--- src/rtl/ifu_prefetch.sv ---
// Prefetching instruction fetch unit: keeps several AXI4-Lite reads in flight
// and buffers returned words with their PCs for the decoder.
module ifu_prefetch #(
    parameter int              XLEN     = 32,
    parameter int              DEPTH    = 2,
    parameter logic [XLEN-1:0] RESET_PC = XLEN'(32'h8000_0000)
) (
    input  logic            clk,
    input  logic            rst_n,
    input  logic            redirect_valid,
    input  logic [XLEN-1:0] redirect_pc,
    output logic [XLEN-1:0] araddr,
    output logic            arvalid,
    input  logic            arready,
    input  logic [XLEN-1:0] rdata,
    input  logic [1:0]      rresp,
    input  logic            rvalid,
    output logic            rready,
    output logic            inst_valid,
    input  logic            inst_ready,
    output logic [XLEN-1:0] inst,
    output logic [XLEN-1:0] inst_pc,
    output logic            inst_fault
);
    localparam int CW = $clog2(DEPTH) + 1;
    localparam int PW = (DEPTH > 1) ? $clog2(DEPTH) : 1;

    logic [XLEN-1:0] r_fetch_pc;
    logic [XLEN-1:0] r_resp_pc;
    logic [XLEN-1:0] r_araddr;
    logic            r_arvalid;
    logic [CW-1:0]   r_inflight;
    logic [CW-1:0]   r_stale;
    logic [CW-1:0]   r_count;
    logic            r_halted;
    logic [PW-1:0]   r_rd_ptr;
    logic [PW-1:0]   r_wr_ptr;
    logic [XLEN-1:0] r_fpc   [DEPTH];
    logic [XLEN-1:0] r_fdata [DEPTH];
    logic            r_ffault[DEPTH];
    logic [XLEN-1:0] r_hold_data;
    logic [XLEN-1:0] r_hold_pc;
    logic            r_hold_fault;

    logic            w_ar_hs;
    logic            w_ar_hold;
    logic            w_drop;
    logic            w_fault;
    logic            w_push;
    logic            w_pop;
    logic            w_halted_n;
    logic            w_issue;
    logic [CW-1:0]   w_inflight_n;
    logic [CW-1:0]   w_count_n;
    logic [CW-1:0]   w_stale_n;
    logic [XLEN-1:0] w_redir_pc;
    logic [XLEN-1:0] w_fpc;

    function automatic logic [PW-1:0] ptr_inc(input logic [PW-1:0] p);
        return (32'(p) == DEPTH - 1) ? '0 : p + PW'(1);
    endfunction

    assign w_redir_pc = redirect_pc & ~XLEN'(3);

    always_comb begin
        w_ar_hs      = r_arvalid & arready;
        w_ar_hold    = r_arvalid & ~arready;
        w_drop       = rvalid & (r_stale != '0);
        w_fault      = rresp != 2'b00;
        w_push       = rvalid & ~w_drop & ~redirect_valid;
        w_pop        = (r_count != '0) & inst_ready & ~redirect_valid;
        w_inflight_n = r_inflight + CW'(w_ar_hs) - CW'(rvalid);
        w_count_n    = redirect_valid ? '0
                     : r_count + CW'(w_push) - CW'(w_pop);
        // a pending AR will still be answered, so it is owed a discard too
        w_stale_n    = redirect_valid ? w_inflight_n + CW'(w_ar_hold)
                     : r_stale - CW'(w_drop);
        w_halted_n   = ~redirect_valid & (r_halted | (w_push & w_fault));
        w_fpc        = redirect_valid ? w_redir_pc : r_fetch_pc;
        w_issue      = ~w_ar_hold & ~w_halted_n &
                       (({1'b0, w_inflight_n} + {1'b0, w_count_n})
                        < (CW+1)'(DEPTH));
    end

    always_ff @(posedge clk or negedge rst_n) begin
        if (!rst_n) begin
            r_fetch_pc   <= RESET_PC;
            r_resp_pc    <= RESET_PC;
            r_araddr     <= RESET_PC;
            r_arvalid    <= 1'b0;
            r_inflight   <= '0;
            r_stale      <= '0;
            r_count      <= '0;
            r_halted     <= 1'b0;
            r_rd_ptr     <= '0;
            r_wr_ptr     <= '0;
            r_hold_data  <= '0;
            r_hold_pc    <= '0;
            r_hold_fault <= 1'b0;
        end else begin
            r_inflight <= w_inflight_n;
            r_count    <= w_count_n;
            r_stale    <= w_stale_n;
            r_halted   <= w_halted_n;
            r_arvalid  <= w_ar_hold | w_issue;
            if (w_issue) begin
                r_araddr   <= w_fpc;
                r_fetch_pc <= w_fpc + XLEN'(4);
            end else begin
                r_fetch_pc <= w_fpc;
            end
            if (redirect_valid) begin
                r_resp_pc <= w_redir_pc;
                r_rd_ptr  <= r_wr_ptr;
            end else begin
                if (w_push) begin
                    r_resp_pc <= r_resp_pc + XLEN'(4);
                    r_wr_ptr  <= ptr_inc(r_wr_ptr);
                end
                if (w_pop)
                    r_rd_ptr <= ptr_inc(r_rd_ptr);
            end
            if (r_count != '0) begin
                r_hold_data  <= r_fdata[r_rd_ptr];
                r_hold_pc    <= r_fpc[r_rd_ptr];
                r_hold_fault <= r_ffault[r_rd_ptr];
            end
        end
    end

    always_ff @(posedge clk) begin
        if (w_push) begin
            r_fpc[r_wr_ptr]    <= r_resp_pc;
            r_fdata[r_wr_ptr]  <= rdata;
            r_ffault[r_wr_ptr] <= w_fault;
        end
    end

    // outputs keep the last presented entry while the buffer is empty
    assign inst_valid = r_count != '0;
    assign inst       = inst_valid ? r_fdata[r_rd_ptr]  : r_hold_data;
    assign inst_pc    = inst_valid ? r_fpc[r_rd_ptr]    : r_hold_pc;
    assign inst_fault = inst_valid ? r_ffault[r_rd_ptr] : r_hold_fault;
    assign araddr     = r_araddr;
    assign arvalid    = r_arvalid;
    assign rready     = 1'b1;
endmodule
--- config.mk ---
export PLATFORM = sky130hd
export DESIGN_NAME = ifu_prefetch
export DESIGN_NICKNAME = d
export VERILOG_FILES = /design/src/rtl/ifu_prefetch.sv
export SDC_FILE = /design/constraint.sdc
export NUM_CORES = 1
export LEC_CHECK = 0
export CORE_MARGIN = 10
export CORE_UTILIZATION = 45
export DETAILED_ROUTE_END_ITERATION = 16
export HOLD_SLACK_MARGIN = 0.15
export PLACE_DENSITY_LB_ADDON = 0.3
export SYNTH_ARGS = -nofsm -noshare
export SYNTH_HDL_FRONTEND = slang
export SYNTH_SLANG_ARGS = --single-unit
export TNS_END_PERCENT = 5
--- constraint.sdc ---
create_clock -name clk -period 6.87 [get_ports clk]
set_clock_uncertainty 0.1 [all_clocks]
set_input_delay 1.0305 -clock clk [delete_from_list [all_inputs] [get_ports clk]]
set_output_delay 1.0305 -clock clk [all_outputs]
set_load 0.005 [all_outputs]
Word level (Yosys, flattened, before mapping). Memories as Yosys holds them, arrays and structs flattened. Cells that the tools add are included.

$lt $le $gt $ge: 1. Reduce and logical (&&, ||, !) cells: 6. Bitwise operators: 18. Add/sub/neg operators: 11. Multiplexer cells: 15.

Operator list (number): 2-to-1 mux 32 bit (6); adder 32 x 3 -> 32 bit (second input constant) (2); bitwise AND 1 bit (11); nonzero test 2 bit (5); 2-to-1 mux 1 bit (7); adder 2 x 1 -> 2 bit (3); subtractor 2 x 1 -> 2 bit (3); NOT 1 bit (5); 2-to-1 mux 2 bit (2); adder 2 x 2 -> 3 bit (1); < comparator 3 x 2 -> 1 bit (second input constant) (1); adder 1 bit (second input constant) (2); bitwise OR 1 bit (2); AND reduction 2 bit (1).

Memories: 3. Output and inout port bits: 100. Logic and storage cells: 67. Bits in registers: 171. Memory bits (writable): 130.

Memories: r_fdata (depth 2, bits a word 32, read ports 1, clocked after Yosys merged registers in 0, write ports 1, line 39) `logic [XLEN-1:0] r_fdata [DEPTH];`; r_fpc (depth 2, bits a word 32, read ports 1, clocked after Yosys merged registers in 0, write ports 1, line 38) `logic [XLEN-1:0] r_fpc [DEPTH];`; r_ffault (depth 2, bits a word 1, read ports 1, clocked after Yosys merged registers in 0, write ports 1, line 40) `logic r_ffault[DEPTH];`.

Logic depth before layout (Yosys ltp). Gate-level depths: netlist of run 1.

Word-level depth: 12. Gate-level depth with buffers: 21. Gate-level depth less buffers: 17.

Worst setup path before layout of run 1. Ideal clock, no wire load.

Kind: input port to flip-flop. Start point: in redirect_valid. End point: reg r_fetch_pc[23]. Buffers on the path: 7. Setup time: 80 ps. Path slack: 1296 ps. Stages on the path: 21. Required time: 6690 ps. Arrival: 5394 ps. Path through: buf_2 > buf_6 > buf_6 > clkbuf_1 > buf_1 > buf_1 > nor2_1 > ha_1 > inv_1 > ha_1 > xor2_1 > xnor2_1 > nor2_1 > fa_1 > nor2_1 > o2111ai_4 > a211o_1 > or4b_1 > buf_2 > nor3b_2 > xnor2_1.

Longest elaborated chain between the ends: 9.

Ends and longest elaborated chain: start: declaration (line 10) `input logic redirect_valid,`; NOT 1 bit (line 70, 71); bitwise AND 1 bit (line 70) `w_push = rvalid & ~w_drop & ~redirect_valid;`; adder 2 x 1 -> 2 bit (line 74) `: r_count + CW'(w_push) - CW'(w_pop);`; subtractor 2 x 1 -> 2 bit (line 74); 2-to-1 mux 2 bit * (line 73) `w_count_n = redirect_valid ? '0`; named net w_count_n[1] (line 54) `logic [CW-1:0] w_count_n;`; adder 2 x 2 -> 3 bit * (line 81) `(({1'b0, w_inflight_n} + {1'b0, w_count_n})`; < comparator 3 x 2 -> 1 bit * (line 82) `< (CW+1)'(DEPTH));`; bitwise AND 1 bit * (line 80) `w_issue = ~w_ar_hold & ~w_halted_n &`; 2-to-1 mux 32 bit * (line 106) `if (w_issue) begin`; end signal: assignment (line 108) `r_fetch_pc <= w_fpc + XLEN'(4);`; end signal: assignment (line 110) `r_fetch_pc <= w_fpc;`; end: declaration (line 28) `logic [XLEN-1:0] r_fetch_pc;`.

The timed path passes the listed nets; every way through them passes the cells marked *. A chain may end at the register's enable or synchronous reset.

Worst setup path after layout of run 1.
Start point: in rvalid. End point: reg r_fetch_pc[23].

Longest elaborated chain between the ends: 11.

Ends and longest elaborated chain: start: declaration (line 17) `input logic rvalid,`; bitwise AND 1 bit (line 68) `w_drop = rvalid & (r_stale != '0);`; NOT 1 bit (line 70); bitwise AND 1 bit * (2 in a row) (line 70); adder 2 x 1 -> 2 bit * (line 74); subtractor 2 x 1 -> 2 bit * (line 74); 2-to-1 mux 2 bit * (line 73); named net w_count_n[1] (line 54); adder 2 x 2 -> 3 bit * (line 81); < comparator 3 x 2 -> 1 bit * (line 82); bitwise AND 1 bit * (line 80); 2-to-1 mux 32 bit * (line 106).

Marks and branches as above.

==> impl_metrics.tcl, run 1 <==
set metrics [dict create \
    status "complete, no violations" \
    vias 7356 \
    nNetsFinal 1183 \
    hpwl_um 17000 \
    std_cell_rows 59 \
    synthArstFlopShare 0.573 \
    insertion_delay_ns 0.50 \
    fmax_mhz 193 \
    worst_slew_pin_slew_ns 0.900 \
    firstDrtPassIters 4 \
    ys_types 49 \
    cts_tree "built" \
    cts_setup_buffers 0 \
    synth_enable_flop_cells 126 \
    finalSetupViolCount 0 \
    min_path_type "in2async" \
    critical_path.max_fanout 7 \
    drt_wl_total_um 25800 \
    rsz0062_at_grt "false" \
    grt_antenna_before_repair 0 \
    start_util 0.458 \
    vias_per_cell 5.02 \
    synth_ff_type "dfrtp_1" \
    hold_viol_final 0 \
    drive_above_1_share 0.0771 \
    die_w_um 183 \
    powerDensity_nw_per_um2 407 \
    period_share 0.753 \
    drc 0 \
    clk_pin_slew_ns 0.06 \
    coreArea_um2 26100 \
    die_h_um 183 \
    fin_crit_ns 5.18 \
    fill_cells 2157 \
    synth_cells 937 \
    io_buffers 168 \
    synth_seq_cells 295 \
    p_leak_nw 5.98 \
    drtAntennaViolNets 0 \
    cts_root_buf "clkbuf_16" \
    routabilityCongestion 0.786 \
    crit_type "in2reg" \
    syn_nets 1018 \
    holdWs_ns 0.358 \
    htreeDepth 2 \
    syn_area_um2 12000 \
    ys_seq_area_frac 0.669 \
    syn_area_per_cell_um2 12.8 \
    grt_max_degree 98 \
    finalMaxSlewViolations 0 \
    worst_setup_path_end_kind "flop" \
    cts_hold_buf 0 \
    drtIter0Drc 536 \
    cts_buffers 34 \
    die_area_um2 33500 \
    startpoint_type "input pin" \
    clock-sinks 295 \
    cp_data_arrival_time_ns 5.49 \
    grt_pass1_vias 7619 \
    io_pins 172 \
    grt-ovfl-total 0 \
    critPathRequiredTime_ns 7.19 \
    slew_headroom 0.400 \
    peakVddDrop_v 0.000212 \
    grt_use_total 0.155 \
    totalPowerFinal_mw 6.15 \
    cts_buffer_depth 3 \
    cts-resized-gates 0 \
    finalSetupTns_ns 0 \
    drv_cap 0 \
    synthToLayoutAreaGrowth_pct 26.2 \
    grt_pass1_wl_um 41800 \
    reg2reg_slack_ns 2.12 \
    routedWlPerCell_um 17.6 \
    synth_warnings 0 \
]
logic make-up after synthesis:
| logic type | share of synthesized area |
|---|---|
| buffers and inverters | 0.0230 |
| and+or+nand+nor | 0.100 |
| other | 0.000313 |
| muxes | 0.0815 |
| adders and majority gates | 0.0100 |
| DFF | 0.669 |
| AOI/OAI and AO/OA | 0.0657 |
| xor gates and xnor gates | 0.0497 |
sequential cells by signal, summed over array words and instances (netlist names), 2 cells and up:
signal and count:
r_fdata 64, r_fpc 60, araddr 32, r_fetch_pc 32, r_hold_data 32, r_hold_pc 32, r_resp_pc 30, r_count 2
r_ffault 2, r_inflight 2, r_stale 2
stage by stage:
stage	cell area, um2	util	setup WS, ns	std cells
final	15100	0.578	1.69	1464
after global routing	15100	0.578	1.42	1463
after CTS	15100	0.578	1.68	1463
after detailed placement	14000	0.534	1.18	1401
after global placement	14000	0.534	1.20	1401
after floorplan	12000	-	1.30	937
cells in the final DEF (no fill, tap or decap), types with 4 or more instances in the layout:
cell	synthesis	final
a21oi_1	9	9
and2_1	5	5
and3_1	6	6
and4_1	4	4
buf_4	2	10
clkbuf_16	0	37
clkdlybuf4s50_1	0	166
clkinv_1	0	5
clkinv_2	0	9
dfrtp_1	166	165
edfxtp_1	126	126
ha_1	8	8
inv_1	18	18
mux2_2	4	4
mux2i_1	93	93
nand2_1	147	147
nand3_1	14	14
nand4_1	8	8
nor2_1	31	28
nor2b_1	8	8
nor3_1	5	5
nor3b_2	4	4
nor4_1	5	5
o21ai_0	124	124
xnor2_1	35	35
xor2_1	33	33
critical path, stage by stage:
cell and delay (ns):
clkdlybuf4s50_1 0.53, or4b_1 0.65, ha_1 0.36, inv_1 0.04
ha_1 0.17, xor2_1 0.15, xnor2_1 0.13, nor2_1 0.16
fa_1 0.45, nor2_1 0.18, o2111ai_4 0.17, a211o_1 0.34
or4b_1 0.70, nor3b_2 0.28, xnor2_1 0.14
path summary, 6_finish.rpt:
path,startpoint,endpoint,depth (start not counted)
max,rvalid,r_fetch_pc[23],15
min,rst_n,r_hold_data[24],1
max reg2reg,r_count[1],r_fetch_pc[23],17
min reg2reg,r_hold_pc[0],r_hold_pc[0],1
max in group asynchronous,rst_n,r_hold_pc[17],2
min in group clk,r_hold_pc[0],r_hold_pc[0],1
Yosys cell counts, drive strengths merged, types with 2 or more instances:
library cell | number | area (um2)
a211o | 2 | 17.5
a21oi | 9 | 45.0
a31oi | 2 | 12.5
a32oi | 3 | 26.3
and2 | 5 | 31.3
and3 | 6 | 37.5
and4 | 4 | 35.0
buf | 19 | 98.8
clkbuf | 29 | 109
dfrtp | 166 | 4150
dfstp | 3 | 78.8
edfxtp | 126 | 3780
ha | 8 | 100
inv | 18 | 67.6
mux2 | 4 | 45.0
mux2i | 93 | 931
nand2 | 147 | 552
nand2b | 3 | 18.8
nand3 | 14 | 70.1
nand3b | 2 | 15.0
nand4 | 8 | 50.1
nand4b | 2 | 17.5
nor2 | 31 | 116
nor2b | 8 | 50.1
nor3 | 6 | 35.0
nor3b | 5 | 57.6
nor4 | 7 | 56.3
o21ai | 124 | 621
or2 | 2 | 12.5
or4b | 2 | 20.0
xnor2 | 35 | 307
xor2 | 33 | 289
layer usage:
layer	vias to the layer above	track usage	routed length, um
met5	-	0	0
met4	0	0.0430	508
met3	39	0.0500	1920
met2	173	0.228	11100
met1	3518	0.216	12200
li1	3626	-	-
cell type report:
type	instances	area (um2)	share of cell area
diodes	1	2.50	0.000166
clock buffers	43	978	0.0648
clock inverters	19	169	0.0112
inverters	18	67.6	0.00447
multi-input cells	576	3710	0.245
flip-flops and latches	295	8020	0.531
well taps	335	419	0.0277
repair buffers	177	1750	0.116
power breakdown:
part	total [mW]	internal (mW)	switching (mW)	leakage [nW]
clock network	1.80	1.12	0.685	0.567
registers	2.48	2.25	0.225	3.22
logic	1.87	0.949	0.923	2.19
total	6.15	4.32	1.83	5.98
No activity file was read; power rests on OpenSTA's default activity.
==> run 2, diff against run 1 <==
==> constraint.sdc (replaced) <==
create_clock -name clk -period 4.3 [get_ports clk]
set_clock_uncertainty 0.1 [all_clocks]
set_input_delay 0.645 -clock clk [delete_from_list [all_inputs] [get_ports clk]]
set_output_delay 0.645 -clock clk [all_outputs]
set_load 0.005 [all_outputs]
==> run 2 against run 1 <==
  * Setup slack worse by 1.6 ns
  * Final cell count up 1.2%
  * Core utilization up 0.63 points
  * Largest cell class unchanged
  * Highest routed layer unchanged
==> impl_metrics.tcl, run 2 (synthesis results as in run 1) <==
set metrics [dict create \
    slew_headroom 0.241 \
    fin_cells 1481 \
    finalSetupViolCount 0 \
    numPlacedInstances 1419 \
    final_cell_mix "dfrtp_1, clkdlybuf4s50_1, nand2_1, edfxtp_1, o21ai_0" \
    nNetsFinal 1203 \
    grt_pass1_vias 7650 \
    fmax_mhz 239 \
    fin_crit_ns 4.19 \
    grt_max_degree 129 \
    powerDensity_nw_per_um2 634 \
    routedWlPerCell_um 17.5 \
    insertion_delay_ns 0.54 \
    period_share 0.975 \
    cts_root_buf "clkbuf_16" \
    critical_path.max_fanout 7 \
    synthToLayoutAreaGrowth_pct 27.6 \
    clock-sinks 295 \
    path_cells "or4b_4 > ha_4 > inv_2 > ha_4 > xor2_1 > xnor2_1 > nor2_2 > fa_1 > nor2_2 > o2111ai_4 > a211o_4 > or4b_4 > buf_12 > nor3b_4 > xnor2_1" \
    hold_viol_final 0 \
    slowest_stage "or4b_4" \
    antenna_cells 0 \
    largest_register_ffs 64 \
    cts_tree "built" \
    drtIter0Drc 483 \
    crit_type "reg2reg" \
    cp_data_arrival_time_ns 4.51 \
    grt-ovfl-total 0 \
    p_leak_nw 6.09 \
    hpwl_um 17200 \
    pre_cts_ws_ns -0.554 \
    drv_cap 0 \
    firstDrtPassIters 5 \
    drc 0 \
    status "complete, no violations" \
    drive_above_1_share 0.101 \
    worst_slew_pin_slew_ns 1.14 \
    totalPowerFinal_mw 9.69 \
    placed_area_um2 14200 \
    vias_per_cell 5.04 \
    std_cell_rows 59 \
    vias 7458 \
    die_w_um 183 \
    finalMaxSlewViolations 0 \
    io_buffers 168 \
    top_register "r_fdata" \
    cts_buffer_depth 3 \
    grt_use_total 0.153 \
    coreArea_um2 26100 \
    peakVddDrop_v 0.000443 \
    clk_pin_slew_ns 0.06 \
    routabilityCongestion 0.796 \
    drt_wl_total_um 25900 \
    postLayoutCellArea_um2 15300 \
    die_area_um2 33500 \
    worst_setup_path_end_kind "flop" \
    holdWs_ns 0.381 \
    htreeDepth 1 \
    start_util 0.458 \
    reg_top3 "r_fdata (64), r_fpc (60)" \
    drtAntennaViolNets 0 \
    critPathRequiredTime_ns 4.62 \
    io_pins 172 \
    finalWorstSetupSlack_ns 0.110 \
    min_path_type "reg2reg" \
    grt_pass1_wl_um 42000 \
    startpoint_type "flop" \
    die_h_um 183 \
    cp_slowest_stage_delay_ns 0.57 \
    grt_antenna_before_repair 0 \
    cts_buffers 31 \
]
## run 2: routing by layer
layer / routed length [um] / share of wire / track usage / up-vias
li1: - / - / - / 3671
met1: 12400 / 0.48 / 0.217 / 3566
met2: 11300 / 0.44 / 0.232 / 190
met3: 1830 / 0.071 / 0.0407 / 31
met4: 343 / 0.013 / 0.0325 / 0
met5: 0 / 0 / 0 / -
## run 2: worst paths after layout
kind,to,slack [ns],cells past startpoint,from
setup / recovery,r_fetch_pc[25],0.11,15,r_stale[1]
hold / removal,araddr[15],0.38,2,araddr[15]
setup reg to reg,r_fetch_pc[25],0.11,15,r_stale[1]
hold reg to reg,araddr[15],0.38,2,araddr[15]
max in group asynchronous,r_fetch_pc[14],2.55,3,rst_n
min in group asynchronous,r_hold_data[24],0.65,2,rst_n
## run 2: critical path: cells and delay by family, from the launching register on
kind / cells / cell delay, ns
buf+inv: 2 / 0.20
simple gates: 5 / 1.50
xor+xnor: 3 / 0.43
flops: 1 / 0.41
compound gates: 2 / 0.48
fa+ha+maj: 3 / 0.94
## run 2: timing repair
action                                 in CTS  in global routing
gates cloned                                0                  0
setup endpoints to repair                   4                 11
gates resized for setup                     0                 10
endpoints found under the hold margin      81                  0
pin swaps                                   1                  9
setup buffers                               0                  4
hold buffers                                1                  0
## run 2: where the power goes
group | switching, mW | internal, mW
clock | 1.06 | 1.58
combinational | 1.55 | 1.59
sequential | 0.308 | 3.60
## run 2: layout make-up
cell class	count	area, um2
clock inverter	14	124
sequential	295	8020
multi-input combinational	576	3790
clock buffer	43	903
inverter	18	67.6
tap	335	419
timing repair buffer	200	1950
fill	2159	10900
## run 2: per-stage QoR
step                       util  TNS (ns)
after global routing      0.585    -0.145
final                     0.585         0
after CTS                 0.581         0
after global placement    0.542     -6.50
after floorplan               -    -33.79
after detailed placement  0.542     -7.05
==> run 3, diff against run 2 <==
--- a/config.mk
+++ b/config.mk
@@ -10,6 +10,7 @@
 export DETAILED_ROUTE_END_ITERATION = 16
 export HOLD_SLACK_MARGIN = 0.15
 export PLACE_DENSITY_LB_ADDON = 0.3
+export SKIP_LAST_GASP = 1
 export SYNTH_ARGS = -nofsm -noshare
 export SYNTH_HDL_FRONTEND = slang
 export SYNTH_SLANG_ARGS = --single-unit
==> results of run 3 <==
Final layout, timing and power as in run 2 (identical DEF).
